## src/rtl/call_registry.sv

```systemverilog
// call_registry: synchronises, optionally debounces (CALL_DEBOUNCE_EN) and latches cabin
// and hall calls per floor, and derives direction summaries relative to current_floor.

module call_bit #(
  parameter int DEBOUNCE_CYCLES = 4
) (
  input  logic clk,
  input  logic reset,
  input  logic raw,
  input  logic allow,
  input  logic clr,
  output logic active
);
`ifdef CALL_DEBOUNCE_EN
  localparam bit DEB_EN = 1'b1;
`else
  localparam bit DEB_EN = 1'b0;
`endif

  logic s1, s2, deb, deb_nxt;

  // A one-cycle debounce window behaves exactly like a plain register, so no counter then.
  if (DEB_EN && DEBOUNCE_CYCLES > 1) begin : g_deb
    localparam int CW = $clog2(DEBOUNCE_CYCLES);
    logic [CW-1:0] cnt, cnt_nxt;

    always_comb begin
      deb_nxt = deb;
      cnt_nxt = '0;
      if (s2 != deb) begin
        if (int'(cnt) == DEBOUNCE_CYCLES - 1) deb_nxt = s2;
        else                                  cnt_nxt = cnt + CW'(1);
      end
    end

    always_ff @(posedge clk) begin
      if (reset) cnt <= '0;
      else       cnt <= cnt_nxt;
    end
  end else begin : g_nodeb
    assign deb_nxt = s2;
  end

  always_ff @(posedge clk) begin
    if (reset) begin
      s1     <= 1'b0;
      s2     <= 1'b0;
      deb    <= 1'b0;
      active <= 1'b0;
    end else begin
      s1  <= raw;
      s2  <= s1;
      deb <= deb_nxt;
      if (clr)                           active <= 1'b0;
      else if (deb_nxt && !deb && allow) active <= 1'b1;
    end
  end
endmodule

module call_registry #(
  parameter int FLOORS          = 8,
  parameter int FLOOR_BITS      = 3,
  parameter int DEBOUNCE_CYCLES = 4,
  parameter int COUNT_WIDTH     = 5
) (
  input  logic                   clk,
  input  logic                   reset,
  input  logic [1:0]             buttons_blocked,
  input  logic                   door_open,
  input  logic [FLOOR_BITS-1:0]  current_floor,
  input  logic [FLOORS-1:0]      btn_in,
  input  logic [FLOORS-1:0]      btn_up_out,
  input  logic [FLOORS-1:0]      btn_down_out,
  input  logic [FLOORS-1:0]      inactivate_in_levels,
  input  logic [FLOORS-1:0]      inactivate_out_up_levels,
  input  logic [FLOORS-1:0]      inactivate_out_down_levels,
  output logic [FLOORS-1:0]      active_in_levels,
  output logic [FLOORS-1:0]      active_out_up_levels,
  output logic [FLOORS-1:0]      active_out_down_levels,
  output logic                   calls_above,
  output logic                   calls_below,
  output logic                   call_here,
  output logic [COUNT_WIDTH-1:0] pending_count
);
  // Class index: 0 cabin, 1 hall up, 2 hall down.
  logic [2:0][FLOORS-1:0] raw, clr, act, allow;
  logic [FLOORS-1:0]      any;

  assign raw = {btn_down_out, btn_up_out, btn_in};
  assign clr = {inactivate_out_down_levels, inactivate_out_up_levels, inactivate_in_levels};

  always_comb begin
    allow = '1;
    if (buttons_blocked[0]) allow[0] = '0;
    if (buttons_blocked[1]) begin
      allow[1] = '0;
      allow[2] = '0;
    end
    for (int f = 0; f < FLOORS; f++)
      if (door_open && int'(current_floor) == f)
        for (int c = 0; c < 3; c++) allow[c][f] = 1'b0;
    // No up call from the top floor, no down call from the bottom floor.
    allow[1][FLOORS-1] = 1'b0;
    allow[2][0]        = 1'b0;
  end

  for (genvar c = 0; c < 3; c++) begin : g_cls
    for (genvar f = 0; f < FLOORS; f++) begin : g_flr
      call_bit #(.DEBOUNCE_CYCLES(DEBOUNCE_CYCLES)) u_bit (
        .clk    (clk),
        .reset  (reset),
        .raw    (raw[c][f]),
        .allow  (allow[c][f]),
        .clr    (clr[c][f]),
        .active (act[c][f])
      );
    end
  end

  assign active_in_levels       = act[0];
  assign active_out_up_levels   = act[1];
  assign active_out_down_levels = act[2];

  always_comb begin
    any         = act[0] | act[1] | act[2];
    calls_above = 1'b0;
    calls_below = 1'b0;
    call_here   = 1'b0;
    for (int f = 0; f < FLOORS; f++) begin
      if (int'(current_floor) >= FLOORS)      calls_below = calls_below | any[f];
      else if (f > int'(current_floor))       calls_above = calls_above | any[f];
      else if (f < int'(current_floor))       calls_below = calls_below | any[f];
      else                                    call_here   = call_here | any[f];
    end
  end

  always_comb begin
    pending_count = '0;
    for (int c = 0; c < 3; c++)
      for (int f = 0; f < FLOORS; f++)
        pending_count = pending_count + COUNT_WIDTH'(act[c][f]);
  end
endmodule

```

## config.mk

```make
export PLATFORM = sky130hd
export DESIGN_NAME = call_registry
export DESIGN_NICKNAME = d
export VERILOG_FILES = /design/src/rtl/call_registry.sv
export SDC_FILE = /design/constraint.sdc
export NUM_CORES = 1
export LEC_CHECK = 0
export ABC_AREA = 1
export BUFFER_PORTS_ARGS = -buffer_cell sky130_fd_sc_hd__buf_2
export CELL_PAD_IN_SITES_DETAIL_PLACEMENT = 2
export CELL_PAD_IN_SITES_GLOBAL_PLACEMENT = 2
export CORE_ASPECT_RATIO = 0.6
export CORE_MARGIN = 5
export CORE_UTILIZATION = 30
export CTS_CLUSTER_DIAMETER = 30
export DETAILED_ROUTE_END_ITERATION = 6
export HOLD_SLACK_MARGIN = 0.08
export PLACE_DENSITY = 0.81
export SYNTH_ARGS = -nofsm -noshare
export SYNTH_HDL_FRONTEND = slang
export SYNTH_HIERARCHICAL = 1
export SYNTH_SLANG_ARGS = --single-unit
```

## constraint.sdc

```tcl
create_clock -name clk -period 5.4 [get_ports clk]
set_clock_uncertainty 0.15 [all_clocks]
set_input_delay 1.08 -clock clk [delete_from_list [all_inputs] [get_ports clk]]
set_output_delay 1.08 -clock clk [all_outputs]
set_load 0.01 [all_outputs]
```

==> reports/metrics.cfg <==
[sta]
fmax_mhz = 180
rsz0062_at_grt = yes
final.setup.worst_slack_ns = -0.141
tightest_slew_ns = 1.05
finalHoldViolCount = 0
period_minus_slack_ns = 5.54
relSlewSlack_pct = 30.2
fin_crit_sh_pct = 103
slew_viol_final = 0
setup_viol = 3

[grt]
grt_util_all_layers_pct = 16.0
antenna_found_initial = 1
grt_pass1_vias = 3865
grt_overflow = 0
grtUsageMet3_pct = 4.05
met1_usage_pct = 19.6
met2_usage_pct = 28.5
grt_pass1_wl_um = 19900
grt_max_degree = 61
top_usage_layer = met2

[pwr]
power_switching_w = 0.000390
intPower_w = 0.00115
combPwrFrac_pct = 9.0
pwr-share-clk_pct = 42.8
switching_share_pct = 25.4
ir_worst_vdd_v = 0.000140
p_leak_nw = 2.45
pwr_density_cell_mw_per_mm2 = 297
power.total_w = 0.00154
seq_power_share_pct = 48.2

[finish]
syn_to_final_growth_pct = 26.4
final_cell_mix = 159 x inv_1, 93 x dfxtp_1, 88 x nor2_1
finalNetCount = 698
antenna_cells = 0
final_common_cell = inv_1
fillCellCount = 1539
final_core_util_pct = 38.4
drive_gt1_share_pct = 25.3

[floorplan]
start_util_pct = 30.4
die_y_um = 101
rows = 33
die_width_um = 161
core_mm2 = 0.0135
die-area_mm2 = 0.0162
io_pins = 88

[drt]
drc = 0
routed_wl_um = 12600
wl_per_cell_um = 15.8
via_per_inst = 4.29
detail-route-antenna-nets = 0
drt_first_pass_iters = 4
drt_iter0_drc = 86
vias = 3427

[yosys]
synth_area_leaders = dfxtp_1 47%, inv_1 15%, fa_1 8.3%
ys_types = 21
synth_flop_cell = dfxtp_1
ys_warn_count = 6
synth_edf_count = 0
syn-instance-count = 515
mappedNetlistArea_mm2 = 0.00410
synth_top_area_share_pct = 46.9
synth-seq-cells = 96
postSynthAreaPerCell_um2 = 7.96
yosysSeqAreaShare_pct = 46.9
synth_async_sr_flop_share_pct = 0
yosysTopAreaCell = dfxtp_1

[clock_network]
cts_buffer_depth = 2
clk_pin_slew_ns = 0.07
postCtsHoldBufs = 0
cts_sinks = 96
cts_buffers = 9
clock_latency_ns = 0.35
cts_tree = yes
root_buffer = clkbuf_16
htree_levels = 3

[hold_path]
hold-path-endpoint = g_cls[2].g_flr[4].u_bit/deb_nxt
hold_path.class = reg2reg
worstHoldPathCells = 2
min_from = g_cls[2].g_flr[4].u_bit/s1

[critical_path]
path_buf_inv = 6
startpoint_type = flip-flop
crit_path_max_incr_delay_ns = 0.53
r2r_slack_ns = 4.35
crit_fanout = 2
arrival_ns = 4.31
cp_top_family = adder cells
crit_type = reg2out
crit_required_ns = 4.17
rr_worst_depth = 4
end_kind = output pin
crit_chain = fa_1 -> inv_1 -> fa_1 -> inv_2 -> fa_1 -> inv_2 -> fa_1 -> fa_1 -> inv_2 -> ha_4 -> inv_2 -> fa_2 -> xnor2_2 -> buf_2
r2r_start = g_cls[2].g_flr[1].u_bit/active
crit_top_cell = fa_1
worst_path_max_delay_cell = fa_1
r2r-end = g_cls[2].g_flr[1].u_bit/active

[placed_design]
place_congestion = 0.861
place_hpwl_um = 9900
io_buffers = 87

[run_status]
failed_checks = negative setup slack
status = complete, but fails checks

[flow_run]
maxCapViolations = 0

## tightest hold or removal path, stage by stage, from the launching register on
cell and delay, ns:
dfxtp_1 0.30, inv_1 0.04, nor2_1 0.03
## repair_timing
action | 4_1_cts | 5_1_grt
pin swaps | 3 | 2
setup endpoints to repair | 4 | 4
resized for setup | 15 | 9
buffers inserted | 2 | 0
## power groups by stage
stage	combinational [W]	sequential, W	clock [W]
after global routing	0.000156	0.000746	0.000706
after floorplan	0.0000675	0.000757	0
after global placement	0.000125	0.000757	0
after detailed placement	0.000134	0.000760	0
final	0.000138	0.000743	0.000659
after CTS	0.000138	0.000743	0.000680
## worst max path at each step
stage,start,endpoint,slack (ns),cells after the start
after floorplan,g_cls[0].g_flr[5].u_bit/active,pending_count[4],0.38,11
after global placement,g_cls[0].g_flr[5].u_bit/active,pending_count[4],0.26,12
after detailed placement,g_cls[0].g_flr[5].u_bit/active,pending_count[2],0.1,12
after CTS,g_cls[2].g_flr[1].u_bit/active,pending_count[2],-0.14,14
after global routing,g_cls[2].g_flr[1].u_bit/active,pending_count[2],-0.25,14
final,g_cls[2].g_flr[1].u_bit/active,pending_count[2],-0.14,14
## state kept, by name (all words and copies together) (netlist names)
register	flops
g_cls.g_flr.u_bit/deb	24
g_cls.g_flr.u_bit/s1	24
g_cls.g_flr.u_bit/deb_nxt	24
g_cls.g_flr.u_bit/active	24
## cells by family (layout without fill, tap and decap cells)
group | after synthesis | after routing | share of synthesized area [%]
DFF | 96 | 96 | 46.9
AOI/OAI and AO/OA | 41 | 41 | 7.42
adders and majority gates | 23 | 23 | 10.1
buffers and inverters | 168 | 276 | 15.4
xor gates and xnor gates | 2 | 2 | 0.427
and+or+nand+nor | 184 | 184 | 19.7
other | 1 | 2 | 0.0915
## layer usage
layer  up-vias  share of wire [%]  wire, µm
met4         2                1.2       151
met2        65                 49      6220
met3        16                4.3       546
li1       1681                  -         -
met5         -              0.087        11
met1      1663                 45      5700
## synth_stat cells (2+ instances only)
cell and n:
or2_1 24, a21oi_2 25, inv_2 4, o21ai_0 4, nor3_1 4, inv_1 164, nand2_2 2, nand3_1 32
ha_1 6, nor2_1 88, a21oi_1 9, nand2_1 32, fa_1 17, nor2_2 2, dfxtp_1 96
## stage by stage
step	worst slack [ns]	std cells	setup TNS, ns	cell area, µm²	hold slack (ns)
after floorplan	0.379	516	0	4100	0.238
after global placement	0.263	781	0	4780	0.242
after detailed placement	0.0983	781	0	4780	0.248
after CTS	-0.138	799	-0.396	5130	0.258
after global routing	-0.253	799	-0.767	5180	0.273
final	-0.141	799	-0.369	5180	0.255
## layout make-up
type	instances	area, µm²	area share, %
Clock buffer	9	225	4.35
Timing Repair Buffer	92	489	9.44
Clock inverter	7	76.3	1.47
Multi-Input combinational cell	252	1610	31.2
Sequential cell	96	1930	37.2
Tap cell	175	219	4.23
Inverter	168	631	12.2
Power figures use the tool's default switching activity.
